==> config.mk <==
export PLATFORM = sky130hd
export DESIGN_NAME = asm_line_decoder
export DESIGN_NICKNAME = d
export VERILOG_FILES = /design/src/rtl/asm_line_decoder.sv
export SDC_FILE = /design/constraint.sdc
export NUM_CORES = 1
export LEC_CHECK = 0
export ABC_AREA = 1
export BUFFER_PORTS_ARGS = -buffer_cell sky130_fd_sc_hd__buf_2
export CORE_AREA = 4 4 116 118
export CTS_BUF_LIST = sky130_fd_sc_hd__clkbuf_8
export DETAILED_ROUTE_END_ITERATION = 16
export DIE_AREA = 0 0 120 122
export HOLD_SLACK_MARGIN = 0.15
export SYNTH_ARGS = -nofsm -noshare
export SYNTH_HDL_FRONTEND = slang
export SYNTH_SLANG_ARGS = --single-unit
==> constraint.sdc <==
create_clock -name CLK -period 6.4 [get_ports CLK]
set_input_delay 0.32 -clock CLK [delete_from_list [all_inputs] [get_ports CLK]]
set_output_delay 0.32 -clock CLK [all_outputs]
set_load 0.005 [all_outputs]
==> src/rtl/asm_line_decoder.sv <==
`default_nettype none
// ============================================================================
// Module   : asm_line_decoder
// Purpose  : Parses one ASCII assembly statement per line and writes the
//            encoded opcode (+ optional operand) to program memory.
// Revision : 1.0 - initial release
// ============================================================================
module asm_line_decoder #(
    parameter logic [7:0] START_ADDR = 8'h00
) (
    input  logic       CLK,
    input  logic       reset_btn,
    input  logic       rx_valid,
    input  logic [7:0] rx_data,
    output logic       rx_ready,
    output logic       mem_we,
    output logic [7:0] mem_addr,
    output logic [7:0] mem_wdata,
    output logic       line_ok,
    output logic       line_err,
    output logic       wrap
);
    typedef enum logic [2:0] {
        S_MNEM, S_REG, S_NUM, S_ERR, S_EMIT_OP, S_EMIT_ARG
    } state_t;

    state_t      state, state_n;
    logic [31:0] mnem, mnem_n;
    logic [2:0]  mlen, mlen_n;
    logic [1:0]  nregs, nregs_n;
    logic        reg0, reg0_n;      // first register: 0 = A, 1 = B
    logic        in_tok, in_tok_n;  // previous character was a register letter
    logic [9:0]  val, val_n;
    logic [1:0]  ndig, ndig_n;
    logic        num_sep, num_sep_n;
    logic [7:0]  arg_q, arg_n;
    logic        has_arg, has_arg_n;
    logic [7:0]  addr;
    logic        we_n, ok_n, err_n;
    logic [7:0]  wdata_n;

    logic [7:0]  ch;
    logic        is_letter, is_digit, is_space, is_eol, is_b, accept;
    logic        alu, is_ld, is_sj, is_halt, has_num, num_ok;
    logic [7:0]  base, enc_op;
    logic        enc_ok, enc_has_arg;
    logic        finish, clear;

    assign ch        = (rx_data >= 8'h61 && rx_data <= 8'h7A) ? rx_data - 8'h20 : rx_data;
    assign is_letter = (ch >= 8'h41) && (ch <= 8'h5A);
    assign is_digit  = (ch >= 8'h30) && (ch <= 8'h39);
    assign is_space  = (ch == 8'h20);
    assign is_eol    = (ch == 8'h0D) || (ch == 8'h0A);
    assign is_b      = (ch == 8'h42);
    assign rx_ready  = (state != S_EMIT_OP) && (state != S_EMIT_ARG);
    assign accept    = rx_valid && rx_ready;
    assign mem_addr  = addr;
    assign has_num   = (state == S_NUM);
    assign num_ok    = (val <= 10'd255);

    // Statement encoder, evaluated against the collected tokens when EOL arrives.
    always_comb begin
        alu = 1'b0; is_ld = 1'b0; is_sj = 1'b0; is_halt = 1'b0;
        base = 8'h00; enc_ok = 1'b0; enc_op = 8'h00; enc_has_arg = 1'b0;
        case (mnem)
            {8'h00, "ADD"}:  begin alu = 1'b1; base = 8'h92; end
            {8'h00, "SUB"}:  begin alu = 1'b1; base = 8'h96; end
            {8'h00, "MUL"}:  begin alu = 1'b1; base = 8'h9A; end
            {8'h00, "DIV"}:  begin alu = 1'b1; base = 8'h9E; end
            {8'h00, "SHL"}:  begin alu = 1'b1; base = 8'hA2; end
            {8'h00, "SHR"}:  begin alu = 1'b1; base = 8'hA6; end
            {16'h0000, "LD"}: is_ld = 1'b1;
            {16'h0000, "ST"}: begin is_sj = 1'b1; base = 8'hC0; end
            {8'h00, "JMP"}:  begin is_sj = 1'b1; base = 8'hC1; end
            "HALT":          is_halt = 1'b1;
            default:         ;
        endcase
        if (alu) begin
            enc_ok = (nregs != 2'd0) && !has_num;
            enc_op = base + ((nregs == 2'd1) ? {7'd0, reg0} : (reg0 ? 8'd3 : 8'd2));
        end else if (is_ld) begin
            enc_ok      = (nregs == 2'd1) && has_num && num_ok;
            enc_op      = {7'b1001000, reg0};
            enc_has_arg = 1'b1;
        end else if (is_sj) begin
            enc_ok      = (nregs == 2'd0) && has_num && num_ok;
            enc_op      = base;
            enc_has_arg = 1'b1;
        end else if (is_halt) begin
            enc_ok = (nregs == 2'd0) && !has_num;
            enc_op = 8'hFF;
        end
    end

    always_comb begin
        state_n = state; mnem_n = mnem; mlen_n = mlen; nregs_n = nregs; reg0_n = reg0;
        in_tok_n = in_tok; val_n = val; ndig_n = ndig; num_sep_n = num_sep;
        arg_n = arg_q; has_arg_n = has_arg;
        we_n = 1'b0; wdata_n = mem_wdata; ok_n = 1'b0; err_n = 1'b0;
        finish = 1'b0; clear = 1'b0;
        case (state)
            S_MNEM: if (accept) begin
                if (is_letter) begin
                    if (mlen == 3'd4) state_n = S_ERR;
                    else begin
                        mnem_n = {mnem[23:0], ch};
                        mlen_n = mlen + 3'd1;
                    end
                end else if (is_space) begin
                    if (mlen != 3'd0) begin state_n = S_REG; in_tok_n = 1'b0; end
                end else if (is_eol) begin
                    finish = (mlen != 3'd0);
                end else state_n = S_ERR;
            end
            S_REG: if (accept) begin
                if (is_letter) begin
                    if (in_tok || nregs == 2'd2 || !(ch == 8'h41 || is_b) ||
                        (nregs == 2'd1 && reg0 == is_b)) state_n = S_ERR;
                    else begin
                        if (nregs == 2'd0) reg0_n = is_b;
                        nregs_n  = nregs + 2'd1;
                        in_tok_n = 1'b1;
                    end
                end else if (is_space) begin
                    in_tok_n = 1'b0;
                end else if (is_digit) begin
                    if (in_tok) state_n = S_ERR;
                    else begin
                        state_n = S_NUM; val_n = {6'd0, rx_data[3:0]};
                        ndig_n = 2'd1; num_sep_n = 1'b0;
                    end
                end else if (is_eol) finish = 1'b1;
                else state_n = S_ERR;
            end
            S_NUM: if (accept) begin
                if (is_digit) begin
                    if (num_sep || ndig == 2'd3) state_n = S_ERR;
                    else begin
                        val_n  = val * 10'd10 + {6'd0, rx_data[3:0]};
                        ndig_n = ndig + 2'd1;
                    end
                end else if (is_space) num_sep_n = 1'b1;
                else if (is_eol) finish = 1'b1;
                else state_n = S_ERR;
            end
            S_ERR: if (accept && is_eol) begin
                err_n = 1'b1; clear = 1'b1; state_n = S_MNEM;
            end
            S_EMIT_OP: begin
                if (has_arg) begin
                    we_n = 1'b1; wdata_n = arg_q; ok_n = 1'b1; state_n = S_EMIT_ARG;
                end else state_n = S_MNEM;
            end
            S_EMIT_ARG: state_n = S_MNEM;
            default:    state_n = S_MNEM;
        endcase
        if (finish) begin
            clear = 1'b1;
            if (enc_ok) begin
                we_n = 1'b1; wdata_n = enc_op; arg_n = val[7:0];
                has_arg_n = enc_has_arg; ok_n = !enc_has_arg; state_n = S_EMIT_OP;
            end else begin
                err_n = 1'b1; state_n = S_MNEM;
            end
        end
        if (clear) begin
            mnem_n = 32'd0; mlen_n = 3'd0; nregs_n = 2'd0; reg0_n = 1'b0;
            in_tok_n = 1'b0; val_n = 10'd0; ndig_n = 2'd0; num_sep_n = 1'b0;
        end
    end

    always_ff @(posedge CLK) begin
        if (reset_btn) begin
            state <= S_MNEM; mnem <= 32'd0; mlen <= 3'd0; nregs <= 2'd0; reg0 <= 1'b0;
            in_tok <= 1'b0; val <= 10'd0; ndig <= 2'd0; num_sep <= 1'b0;
            arg_q <= 8'h00; has_arg <= 1'b0;
            mem_we <= 1'b0; mem_wdata <= 8'h00; line_ok <= 1'b0; line_err <= 1'b0;
            addr <= START_ADDR; wrap <= 1'b0;
        end else begin
            state <= state_n; mnem <= mnem_n; mlen <= mlen_n; nregs <= nregs_n; reg0 <= reg0_n;
            in_tok <= in_tok_n; val <= val_n; ndig <= ndig_n; num_sep <= num_sep_n;
            arg_q <= arg_n; has_arg <= has_arg_n;
            mem_we <= we_n; mem_wdata <= wdata_n; line_ok <= ok_n; line_err <= err_n;
            // Address post-increments after each written byte
            if (mem_we) begin
                addr <= addr + 8'd1;
                if (addr == 8'hFF) wrap <= 1'b1;
            end
        end
    end
endmodule
`default_nettype wire
==> results.md, run 1 <==
Worst setup path:
- The startpoint of the lowest-slack register-to-register path is state[1]$_SDFFE_PP0P_.
- STA classifies the critical path endpoint as a flip-flop.
- The worst endpoint data arrival time is 3360 ps.
- The critical path required time is approximately 6700 ps.
- By startpoint and endpoint, the worst setup path is classified as flip-flop to flip-flop.
- The internal reg-to-reg setup slack is 3300 ps.
- In this run the worst path has a maximum fanout of between 40 and 50.
- The startpoint class of the critical path is a flip-flop.
- The most critical setup path has its startpoint at state[1]$_SDFFE_PP0P_.

Clocking:
- TritonCTS created 9 clock buffers.
- Clock-pin slew was measured on the worst setup and hold paths at approximately 90 ps.
- The root buffer selected by CTS is clkbuf_8.
- The count of buffers added by post-CTS timing repair for setup is 0.
- The CTS tree is yes.
- No sink is reached through more buffers than the 2 on the longest clock path.
- The level count of the clock H-tree is 3.
- Once the clock tree was built, the resizer swapped 0 gates to a different size.
- The count of clock tree sinks is 84.
- The insertion delay of the later-clocked pin in the worst-skew pair is 360 ps.
- In this run, post-CTS hold repair placed 0 buffers.

Timing:
- After layout, the worst path uses 48.40% of the clock period.
- The number of setup violations in the final report is 0.
- The number of hold violations in the final report came to 0.
- Static timing analysis puts the maximum clock frequency at 322.9 MHz.
- After routing, the total negative slack on setup checks comes to 0 ps.
- The transition time at the pin with the least slew margin is 1022 ps.
- The clock arrives with 12.81 ps of skew.
- Setup repair after global routing left no endpoint under its margin.
- The time the worst path needs with I/O delays and setup is between 3000 and 4000 ps.
- Measured against its own limit, the worst slew margin works out to 31.79%.
- The max-slew violation total from the final report is 0.

Finish:
- The area growth from synthesis to layout is 7.978%.
- The net count of the finished layout is 873.
- The final instance count without filler cells is 1,012.
- The share of final-layout standard cells stronger than drive strength 1 is 13.69%.
- The number of antenna diodes is 0.

Floorplanning:
- The starting density of the core is 44.03%.
- After floorplanning, the core was sized to cover 12,470 sq um.
- The floorplan die area is 14,640 sq um.
- The die height is 122 um.
- The floorplan has 41 rows.
- 32 I/O pins were placed.
- The floorplan step set the die width to 120 um.

Routing:
- The number of search-and-repair iterations in the first detailed-routing pass is 5.
- In this run, the number of DRC markers left after iteration 0 of detailed routing was approximately 370.
- Dividing the detail-routed via count by the number of cells gives 5.152.
- For this run, design rule violations remaining after detail routing come to 0.
- In this run the remaining antenna-violating nets after routing total 0.
- The routed wire length is 13,970 um.
- In the final routed layout, each cell accounts on average for 13.80 um.
- Detailed routing inserted a total of ~5,200 vias.

Yosys:
- For this run, asynchronously set or reset flops after synthesis account for 0%.
- The number of different library cells in the post-synthesis netlist is between 40 and 50.
- The number of nets handed over by synthesis was roughly 850.
- In the synthesized netlist the dominant register cell turns out to be dfxtp_1.
- During synthesis, Yosys emitted a total of 0 warnings.
- The synthesized area divided by synthesized cell count is roughly 6.7 sq um.
- Of the synthesized area, sequential elements account for between 30% and 40%.
- In this run the cell area of the synthesized design comes to 5489 sq um.
- Synthesis inferred 84 register bits.
- In this run, synthesis inferred 0 flip-flops with an integrated enable.
- The synthesized instance count is 814.

Status:
- The run finished with clean final reports.

Placement:
- The weighted congestion at the end of routability-driven global placement is between 0.8 and 0.9.
- The post-placement cell count is 996.
- The sum of net half-perimeters after detailed placement is 10,840 um.
- Buffers placed on the I/O ports in this run total 31.

Global routing:
- The remaining global-route overflow is 0.
- The first global-routing pass estimated 23,650 um of wire.
- Entering global routing, the biggest net connects 56 pins.
- The number of antenna violations at the first check in global routing was 0.
- The number of global-route vias before repair came to 5,060.
- For this run, the total global-route usage over all layers was measured as 19.80%.

Run:
- The tool flagged a number of max-cap violations equal to 0.

Pwr:
- The worst supply voltage drop on vdd is between 0.1 and 0.15 mV.
- The analysis attributes to cell leakage a power of 0.002694 uW.
- For this design the ratio of total power to cell area is 231.5 nW/um^2.
- Overall power consumption after layout is estimated at between 1000 and 1500 uW.

Worst hold path:
- The type of the worst min-delay path is input pin to flip-flop.
- The start point of the worst min-delay path is rx_data[4].
-- logic make-up (layout without fill, tap and decap cells) --
| group | Yosys count | after routing | share of synthesized area (%) |
|---|---|---|---|
| AND/OR/NAND/NOR | 437 | 437 | 36.93 |
| AO/OA/AOI/OAI | 113 | 113 | 12.88 |
| XOR/XNOR | 7 | 7 | 1.117 |
| buffers and inverters | 138 | 164 | 10.23 |
| adder cells (fa/ha/maj) | 27 | 27 | 6.565 |
| flip-flops | 84 | 84 | 30.64 |
| multiplexers | 8 | 8 | 1.641 |
-- metal layers --
layer  share of wire (%)  up-vias  GRT usage (%)
met5                   0        -              0
met4                 2.1        0          7.445
met3                 4.0       18          3.621
met2                  48      110          34.11
met1                  46     2383          24.69
li1                    -     2703              -
-- worst paths after layout --
check	end	cells past startpoint
worst max-delay path	num_sep$_SDFFE_PP0P_	10
worst max register to register	num_sep$_SDFFE_PP0P_	10
worst min register to register	wrap$_SDFFE_PP0P_	2
worst min-delay path	mnem[4]$_SDFFE_PP0P_	3
-- cell usage after synthesis (2+ instances only) --
cell type | instances | area share, %
nand2_2 | 10 | 1.1
nand3_2 | 15 | 2.7
a21boi_0 | 2 | 0.27
dfxtp_1 | 84 | 31
nand2_1 | 162 | 11
o21ai_0 | 19 | 1.7
nor3_4 | 2 | 0.59
a211oi_1 | 23 | 3.1
nor2_2 | 8 | 0.91
nor2_4 | 2 | 0.41
nor4_1 | 4 | 0.46
inv_1 | 105 | 7.2
o211a_1 | 4 | 0.73
o211ai_1 | 6 | 0.82
buf_6 | 4 | 0.82
nand4_1 | 15 | 1.7
mux2_2 | 8 | 1.6
clkbuf_1 | 7 | 0.48
a21o_1 | 2 | 0.27
xnor2_1 | 6 | 0.96
ha_1 | 24 | 5.5
nor2_1 | 119 | 8.1
buf_2 | 10 | 0.91
fa_1 | 3 | 1.1
nor3_1 | 24 | 2.2
inv_2 | 10 | 0.68
nand2_4 | 2 | 0.41
a21oi_1 | 45 | 4.1
a21oi_2 | 7 | 1.1
nand3_1 | 68 | 6.2
-- registers in the layout (all words and copies together) (netlist names), 2 cells and up --
register / flops
ndig: 2
mem_wdata: 8
nregs: 2
state: 3
val: 10
arg_q: 8
mlen: 3
mnem: 32
mem_addr: 8
-- power by group --
group / internal, uW / switching (uW)
logic: 133 / 276
clock network: 171 / 193
registers: 557 / 42.3
total: 861 / 511
-- stage by stage --
step / worst slack (ps) / util (%) / instance area (sq um) / hold slack, ps
detailed placement: 3337 / 46.03 / 5738 / 437.3
global placement: 3406 / 46.03 / 5738 / 434.6
global route: 3021 / 47.55 / 5927 / 249.7
CTS: 3314 / 47.55 / 5927 / 238.7
finish: 3303 / 47.55 / 5927 / 267.2
floorplan: 4210 / - / 5489 / 438.5
-- critical path, stage by stage, from the launching register on --
cell and delay (ps):
dfxtp_1 460, inv_1 130, nor2_2 450, inv_1 350
nand2_1 190, inv_1 110, nand2_1 120, nand2_4 90
nand3_2 610, inv_2 260, and3_1 210
-- cell type report --
class / count / area [sq um]
clock buffers: 12 / 165.2
clock inverters: 4 / 23.77
fillers: 1272 / 6539
inverters: 117 / 440.4
multi-input cells: 592 / 3246
flip-flops and latches: 84 / 1682
well taps: 172 / 215.2
repair buffers: 31 / 155.1
-- cell usage in the layout, fill, tap and decap left out, types with 6 or more instances in the layout --
master | Yosys | layout
xnor2_1 | 6 | 6
buf_2 | 10 | 31
a21oi_1 | 45 | 45
o21ai_0 | 19 | 19
nand2_1 | 162 | 162
dfxtp_1 | 84 | 84
nand3_2 | 15 | 15
nor2_2 | 8 | 8
a211oi_1 | 23 | 23
nand4_1 | 15 | 15
clkbuf_8 | 0 | 12
inv_1 | 105 | 106
a21oi_2 | 7 | 7
nand2_2 | 10 | 10
inv_2 | 10 | 10
mux2_2 | 8 | 8
nand3_1 | 68 | 68
ha_1 | 24 | 24
o211ai_1 | 6 | 6
nor3_1 | 24 | 24
nor2_1 | 119 | 119
Power figures use the tool's default switching activity.
==> run 2: changes to the inputs <==
- ABC_AREA: 1 -> 0
- CORE_AREA: 4 4 116 118 -> 4 4 111 113
- DIE_AREA: 0 0 120 122 -> 0 0 115 117
- clock period: 6.4 -> 2.7 ns (I/O delays scaled with it)
==> results.md, run 2 <==
Floorplanning:
- The starting density of the core is 44.30% (+0.26 points).
- The I/O pin count was 32 (unchanged).
- The number of core rows is 39 (-4.9%).
- The area of the core is 11,320 sq um (-9.2%).
- The horizontal extent of the die is 115 um (-4.2%).
- The die height is 117 um (-4.1%).
- The floorplan die area is 13,460 sq um (-8.1%).

Yosys:
- The synthesized instance count is 628 (-23%).
- The synthesized net count is 666 (-22%).
- The synthesized area is 5015 sq um (-8.6%).
- The portion of the post-synthesis area used by sequential elements is 33.53% (+2.9 points).
- The library cell with the largest summed area after synthesis is dfxtp_1.
- Yosys attributes the largest share of cell area to dfxtp_1 (34%), nand2_1 (9.7%), a21oi_1 (6.0%).
- The most frequent cell after synthesis is nand2_1.
- The number of flops mapped to enable cells by yosys is 0 (unchanged).
- The total of flip-flops plus latches after synthesis is 84 (unchanged).
- Among all flip-flop cells after synthesis, the most frequent one is dfxtp_1.
- Counting instances in the post-synthesis netlist gives the leading cell types as nand2_1 (129), dfxtp_1 (84), a21oi_1 (60), nor2_1 (40), ha_1 (24).
- The synthesized area divided by synthesized cell count was 7.985 sq um (+18%).
- The async set-or-reset flop fraction in the synthesized netlist is 0% (unchanged).
- The number of warning messages in the yosys log is 0 (unchanged).
- The number of different library cells in the post-synthesis netlist is 68 (+55%).
- The fraction of post-synthesis cell area in the top cell type by area was 33.53% (+2.9 points).

Timing:
- The highest clock rate was 323.8 MHz (+0.30%).
- The number of hold violations in the final report is 0 (unchanged).
- The final total negative setup slack came to -1519 ps (-1519 ps).
- Setup repair after global routing could not meet its margin everywhere.
- The fraction of the cycle the final worst path needs is 114.4% (+66 points).
- The transition time at the pin with the least slew margin is 475.3 ps (-546.6 ps).
- The number of setup violations in the final report is 9 (+9).
- The worst-case setup margin in the final layout was -388.2 ps (-3691 ps).
- The time the worst path needs with I/O delays and setup is 3088 ps (-9.139 ps).
- The max-slew headroom at the worst pin came to 68.02% (+36 points).
- The clock skew after layout is 16.33 ps (+3.520 ps).
- The max-slew violation total from the final report was 0 (unchanged).

Placement:
- The weighted congestion at the end of routability-driven global placement was 0.8794 (-2.2%).
- The number of buffer cells added on primary ports is 31 (unchanged).
- The sum of net half-perimeters after detailed placement is 10,290 um (-5.1%).
- The post-placement cell count was 882 (-11%).

Finish:
- The largest registers in the layout are mnem: 32 flops, val: 10 flops.
- The share of final-layout standard cells stronger than drive strength 1 is 31.32% (+18 points).
- The register with the most flip-flops in the final layout is mnem.
- Compared with the post-synthesis result, the final layout area differs by 35.50%.
- The post-route core utilization is 60.02% (+12 points).
- The final instance count without filler cells came to 922 (-8.9%).
- The library cell used most frequently in the layout, excluding fill and tap cells, is nand2_1.
- The number of flip-flops under the largest register name is 32 (unchanged).
- Leaving out fill and tap cells, the most frequent cells in the layout are nand2_1 (128), buf_4 (125), dfxtp_1 (76), a21oi_1 (58), nor2_1 (38).
- The number of antenna diodes is 0 (unchanged).
- The final net count is 812 (-7.0%).

Global routing:
- The number of antenna violations at the first check in global routing was 0 (unchanged).
- The number of global-route vias before repair is 4,941 (-2.4%).
- The pin count of the biggest net entering global routing is 40 (-29%).
- The total global-route track usage is 21.30% (+1.5 points).
- The remaining global-route overflow is 0 (unchanged).
- The global-route wire length before repair is 23,380 um (-1.1%).

Clocking:
- The number of buffers added by the clock tree synthesis step was 9 (unchanged).
- The root buffer cell chosen for the clock tree is clkbuf_8.
- The clock-pin slew of the registers on the worst-case setup and hold paths is 80 ps (about the same).
- The maximum buffer depth of the clock tree is 2 (unchanged).
- The level count of the clock H-tree was 3 (unchanged).
- The count of clock tree sinks is 84 (unchanged).
- TritonCTS built the clock tree.
- The insertion delay of the later-clocked pin in the worst-skew pair was 370 ps (about the same).

Pwr:
- The worst supply voltage drop on vdd is 0.3080 mV (+140%).
- The overall power is 2444 uW (+78%).
- The power density over cell area is 359.7 nW/um^2 (+55%).
- The leakage power summed over all cells was 0.002665 uW (-1.1%).

Routing:
- The count of antenna-violating nets left after detailed routing is 0 (unchanged).
- The post-route DRC violation count is 0 (unchanged).
- The routed wire length is 13,890 um (-0.61%).
- The wire length per cell after detailed routing came to 15.06 um (+9.1%).
- The number of vias in the routed layout is 5,012 (-3.9%).
- The number of DRC markers in iteration 0 is 277 (-25%).
- The number of search-and-repair iterations in the first detailed-routing pass is 4 (-1).
- The detailed-route vias per instance was 5.436 (+5.5%).

Status:
- The checks that failed: setup timing.
- The run finished, with violations left.

Worst setup path:
- The critical path goes through or4b_4 > or4_4 > nor2_2 > o21ai_2 > nand2_2 > ha_4 > a21oi_4 > nor4_2 > or3_1 > a2111oi_2 > a211oi_1 > and3_1.
- The critical-path maximum fanout is 3 (-93%).
- The startpoint class of the critical path is a flip-flop.
- The critical path's largest stage delay is 550 ps (-60 ps).
- The family with the most delay on the worst path is simple AND/OR/NAND/NOR gates.
- On the critical path, the stage with the largest delay is an instance of or4b_4.
- The buffers plus inverters on the worst setup path was 0 (-4).
- The kind of capture point of the worst setup path is a flip-flop.
- The kind of critical path is flip-flop to flip-flop.
- The worst endpoint data arrival time was 3350 ps (about the same).
- The critical path required time is 2960 ps (-3700 ps).

Run:
- The reported max-cap violation count is 0 (unchanged).

Worst hold path:
- The type of the worst min-delay path is input pin to flip-flop.
-- run 2: cell types whose count changed after synthesis, moves of 10 or more --
cell,delta
clkbuf_1,+16
a211oi_1,-16
inv_2,-10
nand2_2,-10
nand2_1,-33
inv_1,-86
nor2_1,-79
a21oi_1,+15
mux2i_1,+16
nand3_1,-55
nand3_2,-15
-- run 2: worst paths after layout --
path                               from                        to  slack (ps)  cells past startpoint
hold reg to reg   arg_q[2]$_SDFFE_PP0P_     arg_q[2]$_SDFFE_PP0P_         460                      2
setup reg to reg  mnem[13]$_SDFFE_PP0P_   mem_wdata[5]$_SDFF_PP0_        -390                     12
hold / removal                reset_btn  mem_addr[4]$_SDFFE_PP0P_         190                      2
setup / recovery  mnem[13]$_SDFFE_PP0P_   mem_wdata[5]$_SDFF_PP0_        -390                     12
-- run 2: cell type report --
type | count | area [sq um]
fill | 1015 | 4526
multi-input combinational | 494 | 3437
timing repair buffer | 165 | 1192
clock buffer | 10 | 137.6
sequential | 84 | 1694
tap | 143 | 178.9
inverter | 20 | 75.07
clock inverter | 6 | 80.08
-- run 2: metrics by stage --
stage | worst slack [ps] | hold slack, ps | cell area, sq um
6_report | -388.2 | 185.8 | 6795
5_1_grt | -451.6 | 192.4 | 6795
4_1_cts | -383.4 | 161.6 | 6569
3_5_place_dp | -427.0 | 440.2 | 6080
3_3_place_gp | -354.3 | 438.5 | 6080
2_1_floorplan | -292.3 | 271.0 | 5045
-- run 2: cell families after synthesis --
group	synth area share, %
mux	3.643
flops	33.53
fa+ha+maj	7.186
buf+inv	4.091
xor+xnor	3.942
simple gates	31.66
compound gates	15.94
-- run 2: where the power goes --
group	internal (uW)	total [uW]	switching (uW)
clock network	538	983	445
registers	1240	1250	5.59
logic	82.3	211	128
total	1870	2440	579
-- run 2: worst register-to-register path, stage by stage, from the launching register on --
cell	delay, ps
dfxtp_2	340
or4b_4	550
or4_4	520
nor2_2	120
o21ai_2	80
nand2_2	110
ha_4	210
a21oi_4	170
nor4_2	70
or3_1	350
a2111oi_2	230
a211oi_1	70
and3_1	170
-- run 2: timing repair --
| action | in CTS | in global routing |
|---|---|---|
| endpoints found under the setup margin | 15 | 19 |
| resized for setup | 33 | 36 |
| setup buffers | 14 | 11 |
| cloned | 0 | 0 |
| hold buffers | 4 | 0 |
| pin swaps | 23 | 27 |
| hold endpoints to repair | 6 | 0 |
-- run 2: per-layer routing --
layer  wire (um)  share of wire, %  GRT usage (%)
met2        6505                47          35.46
met3         529               3.8          3.805
met4         191               1.4          6.103
met5           0                 0              0
met1        6658                48          28.44
==> run 3: changes to the inputs <==
- BUFFER_PORTS_ARGS: -buffer_cell sky130_fd_sc_hd__buf_2 -> -buffer_cell sky130_fd_sc_hd__buf_4
- CORE_AREA: 4 4 111 113 -> 4 4 99 101
- DIE_AREA: 0 0 115 117 -> 0 0 103 105
- PLACE_DENSITY: not set -> 0.78
- SKIP_LAST_GASP: not set -> 1
==> results.md, run 3 (synthesized netlist as in run 2, its figures left out) <==
Worst setup path:
- The critical path's largest stage delay is 460 ps (-90 ps).
- The kind of capture point of the worst setup path is a flip-flop.
- The cell at the slowest stage of the critical path is nor4_2.
- The endpoint identified for the worst register-to-register timing path is mem_wdata[5]$_SDFF_PP0_.
- The count of cells along the worst register-to-register path is 12 (unchanged).
- The critical path goes through nor4_2 > nand4_1 > nor3_1 > nor3_1 > nand2_1 > ha_1 > a21oi_4 > nor4_2 > or3_1 > a2111oi_2 > a211oi_1 > and3_1.
- The kind of critical path is flip-flop to flip-flop.
- The internal reg-to-reg setup slack is -530 ps (-140 ps).
- The critical-path maximum fanout is 4 (+1).
- The startpoint of the lowest-slack register-to-register path is mnem[27]$_SDFFE_PP0P_.
- The startpoint class of the critical path is a flip-flop.
- The buffers plus inverters on the worst setup path is 0 (unchanged).
- The worst endpoint data arrival time came to 3480 ps (+130 ps).
- The critical path required time is 2960 ps (about the same).
- Broken down by cell family, the worst path's largest delay share belongs to simple AND/OR/NAND/NOR gates.

Global routing:
- The remaining global-route overflow is 0 (unchanged).
- The global-route wire length before repair came to 22,350 um (-4.4%).
- The number of antenna violations at the first check in global routing is 0 (unchanged).
- The total global-route track usage is 25.26% (+4.0 points).
- The number of global-route vias before repair came to 4,902 (-0.79%).
- The pin count of the biggest net entering global routing came to 40 (unchanged).

Timing:
- The max-slew violation total from the final report came to 0 (unchanged).
- The time the worst path needs with I/O delays and setup is 3226 ps (+137.3 ps).
- The final total negative setup slack was -2571 ps (-1052 ps).
- The fraction of the cycle the final worst path needs was 119.5% (+5.1 points).
- The worst hold slack across all endpoints came to 234.6 ps (+48.81 ps).
- The max-slew headroom at the worst pin is 47.99% (-20 points).
- The number of hold violations in the final report came to 0 (unchanged).
- The highest clock rate was 310.0 MHz (-4.3%).
- The number of setup violations in the final report is 18 (+9).
- Setup repair after global routing could not meet its margin everywhere.
- The transition time at the pin with the least slew margin came to 774.2 ps (+298.9 ps).
- The worst-case setup margin in the final layout is -525.5 ps (-137.3 ps).
- The clock skew after layout was 7.068 ps (-9.259 ps).

Status:
- The checks that failed: setup timing.
- The run finished, with violations left.

Routing:
- The number of vias in the routed layout was 5,175 (+3.3%).
- The routed wire length is 14,030 um (+1.0%).
- The wire length per cell after detailed routing is 16.22 um (+7.7%).
- The detailed-route vias per instance came to 5.983 (+10%).
- The number of DRC markers in iteration 0 is 346 (+25%).
- The count of antenna-violating nets left after detailed routing was 0 (unchanged).
- The post-route DRC violation count is 0 (unchanged).
- The number of search-and-repair iterations in the first detailed-routing pass was 5 (+1).

Finish:
- The number of flip-flops under the largest register name was 32 (unchanged).
- In the layout the commonest cells are buf_4 (132), nand2_1 (129), dfxtp_1 (80), a21oi_1 (59), nor2_1 (39).
- The number of antenna diodes came to 0 (unchanged).
- The largest register by flop count is mnem.
- The share of final-layout standard cells stronger than drive strength 1 is 26.13% (-5.2 points).
- The final instance count without filler cells came to 865 (-6.2%).
- Leaving out fill and tap cells, the most frequent cell in the layout is buf_4.
- The final net count is 787 (-3.1%).
- The largest registers in the layout are mnem: 32 flops, val: 10 flops.
- The area growth from synthesis to layout is 29.24%.

Floorplanning:
- The die height is 105 um (-10%).
- The starting density of the core came to 55.59% (+11 points).
- The floorplan die area is 10,820 sq um (-20%).
- The number of core rows was 35 (-10%).
- The I/O pin count was 32 (unchanged).
- The area of the core is 9021 sq um (-20%).
- The horizontal extent of the die is 103 um (-10%).

Placement:
- The number of buffer cells added on primary ports is 31 (unchanged).
- The post-placement cell count is 840 (-4.8%).
- The weighted congestion at the end of routability-driven global placement is 0.9444 (+7.4%).
- The sum of net half-perimeters after detailed placement is 10,030 um (-2.5%).

Worst hold path:
- The type of the worst min-delay path is input pin to flip-flop.
- The worst hold path depth is 4 (+2).
- The path with the worst hold slack has its endpoint at mnem[2]$_SDFFE_PP0P_.
- The startpoint identified for the worst hold timing path is rx_data[2].

Pwr:
- The overall power is 2390 uW (-2.2%).
- The worst supply voltage drop on vdd is 0.2630 mV (-15%).
- The power density over cell area was 368.8 nW/um^2 (+2.5%).
- The leakage power summed over all cells is 0.002503 uW (-6.1%).

Clocking:
- The clock-pin slew of the registers on the worst-case setup and hold paths is 90 ps (about the same).
- The level count of the clock H-tree is 3 (unchanged).
- The maximum buffer depth of the clock tree is 2 (unchanged).
- The count of clock tree sinks came to 84 (unchanged).
- The tree is rooted in a clkbuf_8.
- TritonCTS built the clock tree.
- The number of buffers added by the clock tree synthesis step is 9 (unchanged).
- The insertion delay of the later-clocked pin in the worst-skew pair is 360 ps (about the same).

Run:
- The reported max-cap violation count is 0 (unchanged).
-- run 3: cell count changes in the layout (fill, tap and decap cells not counted), moves of 3 or more --
cell	change
buf_2	-30
ha_4	-4
buf_6	-4
nor3_1	+4
nor4_2	+3
dfxtp_1	+4
buf_4	+7
nor3_2	-4
ha_1	+5
dfxtp_2	-3
-- run 3: worst max-delay path by stage --
stage	cells after the start	from	end	slack (ps)
detailed placement	12	mnem[3]$_SDFFE_PP0P_	mem_wdata[5]$_SDFF_PP0_	-450
CTS	12	mnem[3]$_SDFFE_PP0P_	mem_wdata[5]$_SDFF_PP0_	-360
global route	12	mnem[27]$_SDFFE_PP0P_	mem_wdata[5]$_SDFF_PP0_	-650
global placement	12	mnem[3]$_SDFFE_PP0P_	mem_wdata[5]$_SDFF_PP0_	-350
floorplan	12	mnem[3]$_SDFFE_PP0P_	mem_wdata[5]$_SDFF_PP0_	-290
finish	12	mnem[27]$_SDFFE_PP0P_	mem_wdata[5]$_SDFF_PP0_	-530
-- run 3: routing by layer --
metal / vias up / routed length (um) / GRT usage [%]
li1: 2482 / - / -
met1: 2461 / 6129 / 33.17
met2: 191 / 6751 / 42.39
met3: 41 / 799 / 3.805
met4: 0 / 350 / 7.308
met5: - / 0 / 0
-- run 3: layout make-up --
class / instances / area (sq um)
Multi-Input combinational cell: 494 / 3299
Fill cell: 671 / 2540
Sequential cell: 84 / 1687
Timing Repair Buffer: 140 / 1082
Tap cell: 111 / 138.9
Clock buffer: 9 / 123.9
Clock inverter: 7 / 75.07
Inverter: 20 / 75.07
-- run 3: report_power, final --
part | switching (uW) | internal, uW
Clock | 488 | 432
Combinational | 132 | 86.3
Sequential | 5.70 | 1250
-- run 3: worst reg2reg max path, stage by stage (launching register included) --
cell and delay (ps):
dfxtp_1 330, nor4_2 460, nand4_1 310, nor3_1 410, nor3_1 140, nand2_1 110
ha_1 270, a21oi_4 180, nor4_2 80, or3_1 360, a2111oi_2 230, a211oi_1 80
and3_1 170
-- run 3: timing repair --
item,in CTS,in global routing
gates resized for setup,10,21
hold buffers,6,0
setup endpoints to repair,14,19
pin swaps,5,7
endpoints found under the hold margin,23,0
buffers inserted,0,3
-- run 3: metrics by stage --
step	setup slack, ps	area, sq um	util [%]
detailed placement	-448.7	6055	67.12
finish	-525.5	6481	71.84
global placement	-346.3	6055	67.12
global route	-646.1	6481	71.84
floorplan	-292.3	5045	-
CTS	-357.1	6360	70.50
